`config.mk`:
```
export PLATFORM = sky130hd
export DESIGN_NAME = uart_cmd_decoder
export DESIGN_NICKNAME = d
export VERILOG_FILES = /design/src/rtl/uart_cmd_pkg.sv /design/src/rtl/cmd_timeout_counter.sv /design/src/rtl/uart_cmd_decoder.sv
export SDC_FILE = /design/constraint.sdc
export NUM_CORES = 1
export LEC_CHECK = 0
export CAP_MARGIN = 20
export CORE_ASPECT_RATIO = 1.2
export CORE_UTILIZATION = 50
export DETAILED_ROUTE_END_ITERATION = 10
export PLACE_DENSITY_LB_ADDON = 0.15
export SETUP_SLACK_MARGIN = 0.15
export SLEW_MARGIN = 20
export SYNTH_ARGS = -nofsm -noshare
export SYNTH_HDL_FRONTEND = slang
export SYNTH_HIERARCHICAL = 1
export SYNTH_SLANG_ARGS = --single-unit
export TNS_END_PERCENT = 5
```
`constraint.sdc`:
```
create_clock -name clk -period 2.8 [get_ports clk]
set_input_delay 0.56 -clock clk [delete_from_list [all_inputs] [get_ports clk]]
set_output_delay 0.56 -clock clk [all_outputs]
set_load 0.05 [all_outputs]
```
`src/rtl/uart_cmd_pkg.sv`:
```
// Shared types and field layout for the UART command decoder.
// Byte layout: [7:6] nibble index, [5:2] payload nibble, [1:0] tag.
package uart_cmd_pkg;

    localparam logic [1:0] TAG_DEFAULT = 2'b01;
    localparam int TAG_LSB = 0;
    localparam int NIB_LSB = 2;
    localparam int IDX_LSB = 6;

    typedef enum logic {
        IDLE,
        COLLECT
    } state_t;

    function automatic int ceil4(input int n);
        return (n + 3) / 4;
    endfunction

endpackage

```
`src/rtl/cmd_timeout_counter.sv`:
```
// Loadable saturating cycle counter.
// expired pulses on the edge where the count would reach LIMIT.
module cmd_timeout_counter #(
    parameter int LIMIT = 2
) (
    input  logic clk,
    input  logic rst_n,
    input  logic load,
    input  logic en,
    output logic expired
);

    localparam int W = $clog2(LIMIT + 1);
    localparam logic [W-1:0] TOP  = W'(LIMIT);
    localparam logic [W-1:0] LAST = W'(LIMIT - 1);

    logic [W-1:0] cnt;

    always_ff @(posedge clk or negedge rst_n) begin
        if (!rst_n) begin
            cnt <= '0;
        end else if (load) begin
            cnt <= '0;
        end else if (en && cnt != TOP) begin
            cnt <= cnt + 1'b1;
        end
    end

    // A load in the same cycle suppresses expiry.
    assign expired = en && !load && (cnt == LAST);

endmodule

```
`src/rtl/uart_cmd_decoder.sv`:
```
// Assembles tagged UART nibbles into a frame of control signals,
// committed atomically, with frame-gap and link watchdogs.
module uart_cmd_decoder
    import uart_cmd_pkg::*;
#(
    parameter int         CH_COUNT     = 4,
    parameter logic [1:0] TAG          = TAG_DEFAULT,
    parameter int         LINK_TIMEOUT = 50_000_000,
    parameter int         GAP_TIMEOUT  = 1_000_000
) (
    input  logic                clk,
    input  logic                rst_n,
    input  logic                data_valid,
    input  logic [7:0]          data_receive,
    output logic [CH_COUNT-1:0] sig_out,
    output logic [3:0]          feedback_leds,
    output logic                frame_done,
    output logic                frame_error,
    output logic                link_lost,
    output logic [7:0]          err_count
);

    localparam int NIB = ceil4(CH_COUNT);
    localparam int SW  = 4 * NIB;

    state_t      state, state_d;
    logic [1:0]  exp_idx, exp_d;
    logic [SW-1:0] shadow, shadow_d;
    logic        commit, err;
    logic        gap_exp, link_exp;

    logic [1:0] tag, idx;
    logic [3:0] nib;

    assign tag = data_receive[TAG_LSB+:2];
    assign nib = data_receive[NIB_LSB+:4];
    assign idx = data_receive[IDX_LSB+:2];

    cmd_timeout_counter #(.LIMIT(GAP_TIMEOUT)) u_gap (
        .clk     (clk),
        .rst_n   (rst_n),
        .load    (data_valid || state == IDLE),
        .en      (state == COLLECT),
        .expired (gap_exp)
    );

    cmd_timeout_counter #(.LIMIT(LINK_TIMEOUT)) u_link (
        .clk     (clk),
        .rst_n   (rst_n),
        .load    (commit),
        .en      (1'b1),
        .expired (link_exp)
    );

    always_comb begin
        state_d  = state;
        exp_d    = exp_idx;
        shadow_d = shadow;
        commit   = 1'b0;
        err      = 1'b0;
        if (data_valid) begin
            if (tag != TAG) begin
                err     = 1'b1;
                state_d = IDLE;
            end else if (idx == 2'd0) begin
                shadow_d[3:0] = nib;
                exp_d         = 2'd1;
                if (NIB == 1) begin
                    commit  = 1'b1;
                    state_d = IDLE;
                end else begin
                    state_d = COLLECT;
                end
            end else if (state == COLLECT && idx == exp_idx) begin
                for (int i = 1; i < NIB; i++) begin
                    if (idx == 2'(i)) shadow_d[4*i+:4] = nib;
                end
                if (idx == 2'(NIB - 1)) begin
                    commit  = 1'b1;
                    state_d = IDLE;
                end else begin
                    exp_d = exp_idx + 2'd1;
                end
            end else begin
                err     = 1'b1;
                state_d = IDLE;
            end
        end else if (gap_exp) begin
            err     = 1'b1;
            state_d = IDLE;
        end
    end

    always_ff @(posedge clk or negedge rst_n) begin
        if (!rst_n) begin
            state       <= IDLE;
            exp_idx     <= 2'd0;
            shadow      <= '0;
            sig_out     <= '0;
            frame_done  <= 1'b0;
            frame_error <= 1'b0;
            link_lost   <= 1'b1;
            err_count   <= 8'd0;
        end else begin
            state       <= state_d;
            exp_idx     <= exp_d;
            shadow      <= shadow_d;
            frame_done  <= commit;
            frame_error <= err;
            // Commit takes priority over watchdog expiry.
            if (commit) begin
                sig_out   <= shadow_d[CH_COUNT-1:0];
                link_lost <= 1'b0;
            end else if (link_exp) begin
                sig_out   <= '0;
                link_lost <= 1'b1;
            end
            if (err && err_count != 8'hFF) begin
                err_count <= err_count + 8'd1;
            end
        end
    end

    if (CH_COUNT >= 4) begin : g_led
        assign feedback_leds = sig_out[3:0];
    end else begin : g_led_pad
        assign feedback_leds = {{(4 - CH_COUNT){1'b0}}, sig_out};
    end

endmodule

```
==> impl_results.md, run 1 <==
- Status: completed
- CORE AREA: 6530 um2
- Clk sinks: 61
- Root Driver: clkbuf_8
- Initial DRC Count: 154
- Grt peak-use layer: met2
- Crit-path slowest cell: clkdlybuf4s50_1
- Cell variety after synth: 57
- Post-synth EDFFs: 0
- Initial antenna violation count: 0
- Simple-gate share of the synthesized area: 30.1%
- Sequential Area: 1530 um2
- Hold Crit Class: in -> async
- Post-synthesis sequential area ratio: 44.3%
- CP startpoint kind: flip-flop
- Vias per cell: 5.67
- Hold-fix buffers at CTS: 0
- Slew headroom: 42.2%
- GR Layer Usage met3: 2.96%
- Total number of vias: 2,761
- Register-to-Register Path Depth: 4
- Port bufs: 29
- Setup WS post-layout: 0.552 ns
- P&R area growth vs syn: 15.9%
- CP arrival: 1.69 ns
- Worst slew pin tran: 0.867 ns
- Mux cell area share after synthesis: 3.63%
- Max stage delay on crit path: 0.80 ns
- Setup Buffers After CTS: 0
- # IOs: 30
- Crit path launch: link_lost$_DFFE_PN1P_
- Die X: 77.8 um
- Slew Viols, Final: 0
- CTS tree: built
- Clk_lat worst skew: 0.34 ns
- Adder-Cell Fraction of Synth Area: 2.18%
- Most used DFF post-synth: dfrtp_1
- Fin crit share: 80.3%
- Minimum hold slack: 0.337 ns
- Compound-Gate Fraction of Synth Area: 11.7%
- TNS Setup: 0 ns
- Residual DRC: 0
- NumNets Final: 415
- Post-synth top area share: 43.6%
- Reg2reg start: u_link/cnt[2]$_DFFE_PN0P_
- P_leak: 1.64 nW
- Commonest cells post-synth: 60 x dfrtp_1, 32 x nor2_1, 27 x a21oi_1
- Dpl cells: 472
- Gr usage total: 21.2%
- Crit-path max FO: 2
- Die height: 93.0 um
- Cts bufs inserted: 9
- Max-cap violations: 0
- Dpl cell area: 3820 um2
- First-pass GRT wire length: 12,000 um
- Share of post-route cells with drive strength above 1: 10.4%
- DR WL/cell: 14.9 um
- Final Non-Filler Cells: 487
- Detailed placement HPWL: 5100 um
- YS warnings: 6
- Vias in the first global route: 2,576
- Worst VDD drop: 0.000587 V
- Routed WL: 7250 um
- Reg2Reg Setup Slack: 0.64 ns
- Minimum clock period: 2.25 ns
- Clock Skews: 0.0107 ns
- TritonRoute pass-1 iters: 4
- Row count: 32
- RSZ-0062 raised after global routing: no
- Max Clk Rate: 445 MHz
- Post-DRT Antenna Nets: 0
- Area leader, netlist: dfrtp_1
- Clock Pin Slew Worst Setup and Hold Paths: 0.07 ns
- FF+latch count, synth: 61
- Buf/Inv on CP: 1
- CP Cell Sequence: clkdlybuf4s50_1
- Capturing point of the worst reg2reg path: u_link/cnt[21]$_DFFE_PN0P_
- Dominant cells by area after synthesis: dfrtp_1 44%, a21oi_1 3.9%, nor2_1 3.5%
- Post-placement setup slack: 0.332 ns
- PostCTS Resize Cnt: 0
- Fill count: 549
- CP Capture Type: output port
- Critical path's top delay family: buffers and inverters
- Post-Synth XOR/XNOR Area: 4.32%
- Syn Area/Cell: 9.58 um2
- Met1 Usage GRT: 26.3%
- Final hold violations: 0
- Initial cell density of the core: 52.8%
- Largest family of logic cells by synthesized area: simple AND/OR/NAND/NOR gates
- Async set-reset flop share out of synthesis: 100%
- Crit path required time: 2.24 ns
- Overflow after GRT: 0
- Clock tree buffer depth: 2
- Syn Inst Count: 360
- # setup viols final: 0
- GPL Wtd Cong: 0.831
- Number of diodes: 0
- Power per cell area: 646 nW/um2
- Largest net degree at the start of global routing: 41
- GRT met2 Usage: 35.8%
- Die ar.: 7230 um2
- Post-synth design cell area: 3450 um2
- Multi-input logic area: 1850 um2
- Design area: 4000 um2
- H-tree level count: 3
- Kind of critical path: reg -> out
- Cell with the most instances after synthesis: dfrtp_1
==> worst max-delay path by stage <==
stage / end / cells past startpoint
floorplan: feedback_leds[0]$_DFFE_PN0P_ / 9
global placement: feedback_leds[0]$_DFFE_PN0P_ / 8
detailed placement: feedback_leds[2]$_DFFE_PN0P_ / 8
CTS: link_lost / 1
global route: err_count[7] / 1
finish: link_lost / 1
==> metrics by stage <==
stage          total power, mW  util [%]
4_1_cts                   2.60      61.2
5_1_grt                   2.70      61.2
3_3_place_gp              1.87      58.5
3_5_place_dp              1.88      58.5
2_1_floorplan             1.64         -
6_report                  2.58      61.2
==> routing by layer <==
layer	wire [um]	vias to the layer above
met4	168	0
met2	3550	46
met1	3360	1318
li1	-	1384
met3	165	13
met5	0	-
==> kinds of logic (layout without fill, tap and decap cells) <==
group	Yosys count	after routing
adders and majority gates	6	6
muxes	10	10
DFF	61	61
AOI/OAI and AO/OA	64	64
and+or+nand+nor	174	174
xor gates and xnor gates	17	17
other	2	16
buffers and inverters	26	54
==> placed cells by master, fill, tap and decap left out, types with 2 or more instances in the layout <==
cell | synthesis | layout
nand4_1 | 19 | 19
nor4_1 | 4 | 4
conb_1 | 2 | 16
or3_1 | 11 | 11
a21oi_1 | 27 | 27
nand4b_1 | 2 | 2
inv_1 | 7 | 7
xnor2_1 | 4 | 4
or4b_1 | 2 | 2
a31o_2 | 2 | 2
mux2_4 | 4 | 4
nor2b_1 | 6 | 6
a31oi_1 | 2 | 2
nor2_1 | 32 | 32
o31ai_1 | 11 | 11
buf_4 | 4 | 3
nand3_1 | 18 | 18
and4_1 | 6 | 6
mux2i_1 | 2 | 2
o21a_1 | 2 | 2
ha_1 | 6 | 6
a22o_1 | 4 | 4
and2_1 | 5 | 5
nand2b_1 | 6 | 6
clkbuf_8 | 0 | 12
clkdlybuf4s50_1 | 0 | 28
dfrtp_1 | 60 | 60
nor3_1 | 6 | 6
and3_1 | 8 | 8
o21ai_0 | 10 | 10
xor2_1 | 13 | 13
or4_1 | 11 | 11
nand2_1 | 24 | 24
clkbuf_1 | 10 | 2
mux2_2 | 4 | 4
==> final cells by class <==
| class | instances | share of cell area (%) |
|---|---|---|
| Clock buffer | 14 | 4.32 |
| Multi-Input combinational cell | 287 | 46.3 |
| Tap cell | 85 | 2.66 |
| Clock inverter | 1 | 0.125 |
| Sequential cell | 61 | 38.2 |
| Inverter | 7 | 0.658 |
| Timing Repair Buffer | 32 | 7.70 |
==> state kept, by name, indices dropped and copies added, names as in the netlist <==
| name | flops |
|---|---|
| err_count | 8 |
| frame_error | 1 |
| frame_done | 1 |
| link_lost | 1 |
| feedback_leds | 4 |
| u_gap/cnt | 20 |
| u_link/cnt | 26 |
==> power breakdown <==
group / leakage (nW) / switching, mW / internal (mW) / total, mW
combinational: 0.728 / 0.442 / 0.286 / 0.727
clock: 0.0926 / 0.327 / 0.388 / 0.716
sequential: 0.817 / 0.153 / 0.985 / 1.14
total: 1.64 / 0.922 / 1.66 / 2.58
No activity file was read; power rests on OpenSTA's default activity.
==> run 2: changes to the inputs <==
Clock period 2.8 ns to 2.2 ns, I/O delays scaled along.
==> run 2 against run 1 <==
Utilization is 0.82 points higher. Sequential share of layout area shrank 0.51 points. Design area grew 1.3%. First-iteration DRC count increased by 24%. Register-to-register slack worse by 0.45 ns. Clock skew decreased by 0.0037 ns. Routed wire length is 3.4% higher. Global-route usage increased by 1.6 points. Count of clock-buffer cells in the layout down 2. Power rose by 30%. Final cell count increased by 0.62%. Via count up 3.8%. Critical path type unchanged. Largest power group unchanged.
==> impl_results.md, run 2 (synthesis gave the netlist of run 1 again) <==
- Max reg flops: 26
- Commonest cells after routing, fill and taps aside: 60 x dfrtp_1, 32 x nor2_1, 27 x a21oi_1
- Minimum clock period: 2.10 ns
- CP Capture Type: output port
- H-tree level count: 3
- # IOs: 30
- TritonRoute pass-1 iters: 5
- Final Non-Filler Cells: 490
- Max Clk Rate: 475 MHz
- Hold-fix buffers at CTS: 0
- Setup Buffers After CTS: 0
- Number of diodes: 0
- Clock Pin Slew Worst Setup and Hold Paths: 0.07 ns
- Die X: 77.8 um
- CP arrival: 1.66 ns
- Initial antenna violation count: 0
- DR WL/cell: 15.3 um
- Status: completed
- Share of post-route cells with drive strength above 1: 11.4%
- P&R area growth vs syn: 17.5%
- CORE AREA: 6530 um2
- Max-cap violations: 0
- Routed WL: 7500 um
- Reg2Reg Setup Slack: 0.19 ns
- Fin crit share: 95.6%
- P_leak: 1.67 nW
- Kind of critical path: reg -> out
- Vias in the first global route: 2,684
- CTS tree: built
- Die ar.: 7230 um2
- Critical path's top delay family: buffers and inverters
- GPL Wtd Cong: 0.838
- NumNets Final: 417
- Root Driver: clkbuf_8
- Detailed placement HPWL: 5220 um
- Largest net degree at the start of global routing: 62
- Power per cell area: 829 nW/um2
- Residual DRC: 0
- Crit path required time: 1.76 ns
- Max stage delay on crit path: 0.85 ns
- Post-layout util: 62.0%
- First-pass GRT wire length: 12,800 um
- Gr usage total: 22.8%
- Clk_lat worst skew: 0.34 ns
- Die height: 93.0 um
- Row count: 32
- Slew headroom: 57.7%
- Clock tree buffer depth: 2
- RSZ-0062 raised after global routing: yes
- Top Registers: u_link/cnt x26, u_gap/cnt x20, err_count x8
- CP Cell Sequence: clkdlybuf4s50_1
- Clk sinks: 61
- TNS Setup: 0 ns
- Post-DRT Antenna Nets: 0
- Crit-path max FO: 6
- Crit-path slowest cell: clkdlybuf4s50_1
- Total number of vias: 2,866
- Overflow after GRT: 0
- Buf/Inv on CP: 1
- Vias per cell: 5.85
- Port bufs: 29
- Clock Skews: 0.00704 ns
- Hold Crit Class: in -> async
- Commonest non-fill, non-tap cell in the layout: dfrtp_1
- Final hold violations: 0
- Cts bufs inserted: 9
- Slew Viols, Final: 0
- CP startpoint kind: flip-flop
- Dpl cells: 474
- Initial cell density of the core: 52.8%
- # setup viols final: 0
- Worst slew pin tran: 0.629 ns
- Worst VDD drop: 0.000740 V
- Top reg by flops: u_link/cnt
- Initial DRC Count: 191
==> run 2: changes by cell type in the layout (fill, tap and decap cells not counted), sizes merged <==
cell,previous run,this run
bufinv,0,1
clkdlybuf4s50,28,25
clkbuf,14,12
buf,4,7
clkinv,1,2
clkinvlp,0,1
dlygate4sd2,0,1
dlymetal6s2s,0,1
==> run 2: timing repair <==
item	4_1_cts	5_1_grt
resized for setup	1	1
pin swaps	0	0
endpoints found under the setup margin	6	12
==> run 2: area by class of cell <==
cell class,instances,area [um2]
fillers,574,2480
multi-input cells,287,1850
flip-flops and latches,61,1530
repair buffers,34,347
clock buffers,12,145
well taps,85,106
clock inverters,4,47.5
inverters,7,26.3
==> run 2: layer usage <==
layer  global-route usage (%)  vias to the layer above  part of all wire [%]
met5                        0                        -                     0
met3                     4.93                       11                   3.3
met2                     38.5                       63                    52
li1                         -                     1396                     -
met1                     28.1                     1396                    43
met4                     9.59                        0                   1.6
==> run 2: final timing paths <==
| kind | start | to | cells after the start |
|---|---|---|---|
| max in group asynchronous | rst_n | link_lost$_DFFE_PN1P_ | 2 |
| min | rst_n | u_link/cnt[16]$_DFFE_PN0P_ | 2 |
| min reg2reg | link_lost$_DFFE_PN1P_ | link_lost$_DFFE_PN1P_ | 2 |
| max | err_count[4]$_DFFE_PN0P_ | err_count[4] | 1 |
| max reg2reg | u_link/cnt[0]$_DFFE_PN0P_ | u_link/cnt[24]$_DFFE_PN0P_ | 5 |
| min in group clk | link_lost$_DFFE_PN1P_ | link_lost$_DFFE_PN1P_ | 2 |
==> run 2: stage by stage <==
stage	worst slack [ns]	total power, mW	hold slack [ns]	instance area [um2]
6_report	0.0967	3.36	0.0777	4050
5_1_grt	0.0463	3.53	0.124	4050
4_1_cts	0.0844	3.39	0.107	4050
3_5_place_dp	0.0379	2.40	0.476	3850
3_3_place_gp	0.0894	2.38	0.474	3850
2_1_floorplan	0.260	2.09	0.144	3500
==> run 2: where the power goes <==
| group | internal (mW) | switching, mW |
|---|---|---|
| Combinational | 0.365 | 0.560 |
| Clock | 0.551 | 0.428 |
| Sequential | 1.25 | 0.197 |
==> run 3: changes to the inputs <==
Settings changed: CAP_MARGIN 20 to not set, CORE_MARGIN set to 3.
==> run 3 against run 2 <==
Sequential share of layout area hardly changed. Largest power group unchanged. Via count down 1.2%. Worst setup slack better by 0.015 ns. Design area barely moved. Clock power fell by 11%. Count of clock-buffer cells in the layout did not move. Routed wire length is 1.5% lower. Final cell count rose by 0.82%. Power is 3.2% lower.
==> impl_results.md, run 3 (synthesis gave the netlist of run 1 again) <==
- Overflow after GRT: 0
- CP startpoint kind: flip-flop
- CP Capture Type: output port
- Slew headroom: 59.6%
- Max Clk Rate: 479 MHz
- Share of post-route cells with drive strength above 1: 12.0%
- H-tree level count: 3
- Fin crit share: 94.9%
- Clock Skews: 0.00521 ns
- Top Registers: u_link/cnt x26, u_gap/cnt x20, err_count x8
- Die height: 97.0 um
- CP arrival: 1.65 ns
- Worst path depth: 1
- NumNets Final: 421
- # setup viols final: 0
- Initial cell density of the core: 52.5%
- Root Driver: clkbuf_8
- NetSw: 1.19 mW
- Setup crit end: err_count[2]
- Detailed placement HPWL: 5300 um
- First-pass GRT wire length: 12,700 um
- Register-to-Register Path Depth: 4
- DR WL/cell: 14.9 um
- Residual DRC: 0
- Capturing point of the worst reg2reg path: u_link/cnt[0]$_DFFE_PN0P_
- Buf/Inv on CP: 1
- Worst slew pin tran: 0.600 ns
- Initial DRC Count: 145
- Vias per cell: 5.73
- Kind of critical path: reg -> out
- Hold Crit Class: in -> async
- Row count: 32
- Clock tree buffer depth: 2
- Status: completed
- Worst VDD drop: 0.000681 V
- Dpl cell area: 3870 um2
- Sequential share of power: 44.4%
- Post-placement setup slack: 0.0405 ns
- Top reg by flops: u_link/cnt
- Die ar.: 7930 um2
- Crit path launch: err_count[2]$_DFFE_PN0P_
- Port bufs: 29
- Max-cap violations: 0
- Total number of vias: 2,832
- Fill count: 581
- Clk network pwr share: 26.7%
- Cts bufs inserted: 9
- Slew Viols, Final: 0
- Largest net degree at the start of global routing: 40
- Multi-input logic area: 1850 um2
- Reg2Reg Setup Slack: 0.22 ns
- CORE AREA: 6570 um2
- Reg2reg start: u_link/cnt[16]$_DFFE_PN0P_
- Dpl cells: 478
- CP Cell Sequence: clkdlybuf4s50_1
- Cell internal pwr: 2.06 mW
- Total power: 3.25 mW
- Gr usage total: 20.3%
- Minimum clock period: 2.09 ns
- Final Non-Filler Cells: 494
- Critical path's top delay family: buffers and inverters
- Die X: 81.8 um
- GPL Wtd Cong: 0.751
- RSZ-0062 raised after global routing: yes
- Power per cell area: 803 nW/um2
- Clk sinks: 61
- Routed WL: 7380 um
- TritonRoute pass-1 iters: 4
- Max reg flops: 26
- CTS tree: built
- Crit-path slowest cell: clkdlybuf4s50_1
- Setup WS post-layout: 0.112 ns
- Commonest non-fill, non-tap cell in the layout: dfrtp_1
- TNS Setup: 0 ns
- Design area: 4050 um2
- Max stage delay on crit path: 0.84 ns
- Hold-fix buffers at CTS: 0
- Sequential Area: 1530 um2
- P_leak: 1.69 nW
- Final hold violations: 0
- Crit-path max FO: 8
- Net Sw Frac: 36.5%
- Number of diodes: 0
- Vias in the first global route: 2,722
- Clk_lat worst skew: 0.34 ns
- Post-DRT Antenna Nets: 0
- # IOs: 30
- Clock Pin Slew Worst Setup and Hold Paths: 0.07 ns
- Initial antenna violation count: 0
- P&R area growth vs syn: 17.4%
- Crit path required time: 1.76 ns
- Commonest cells after routing, fill and taps aside: 60 x dfrtp_1, 32 x nor2_1, 27 x a21oi_1
- Comb pwr share: 28.9%
## run 3: cell count changes in the layout (fill, tap and decap cells not counted), sizes merged
cell / change
clkinvlp: -1
buf: +3
clkinv: +2
bufinv: -1
clkdlybuf4s50: +1
## run 3: power by group through the flow
stage	clock (mW)	sequential, mW	combinational, mW
after floorplan	0	1.69	0.402
after global placement	0	1.46	0.926
after detailed placement	0	1.46	0.938
after CTS	0.892	1.44	0.943
after global routing	0.948	1.48	1.00
final	0.869	1.44	0.939
## run 3: repair_timing
item	CTS	global route
endpoints found under the setup margin	7	15
hold endpoints to repair	0	0
setup buffers	0	0
resized for setup	1	1
## run 3: final cells by class
| cell class | instances | share of cell area (%) |
|---|---|---|
| flip-flops and latches | 61 | 37.8 |
| well taps | 85 | 2.63 |
| clock inverters | 4 | 0.588 |
| clock buffers | 12 | 3.59 |
| repair buffers | 38 | 9.06 |
| inverters | 7 | 0.650 |
| multi-input cells | 287 | 45.7 |
## run 3: worst min-delay path by stage
stage	from	endpoint	slack (ns)	cells past startpoint
4_1_cts	rst_n	u_link/cnt[15]$_DFFE_PN0P_	0.09	1
3_3_place_gp	rst_n	u_link/cnt[15]$_DFFE_PN0P_	0.46	1
2_1_floorplan	rst_n	err_count[0]$_DFFE_PN0P_	0.14	0
6_report	rst_n	u_link/cnt[15]$_DFFE_PN0P_	0.08	1
3_5_place_dp	rst_n	u_link/cnt[15]$_DFFE_PN0P_	0.46	1
5_1_grt	rst_n	u_link/cnt[15]$_DFFE_PN0P_	0.10	1
## run 3: layer usage
layer	global-route usage [%]	up-vias	routed length [um]
met5	0	-	0
met4	6.91	0	116
met3	4.56	12	184
li1	-	1399	-
met2	33.2	35	3810
met1	25.9	1386	3270
## run 3: metrics by stage
step	utilization, %	hold slack (ns)
final	61.6	0.0840
after global routing	61.6	0.103
after CTS	61.6	0.0934
after detailed placement	59.0	0.461
after global placement	59.0	0.463
after floorplan	-	0.144
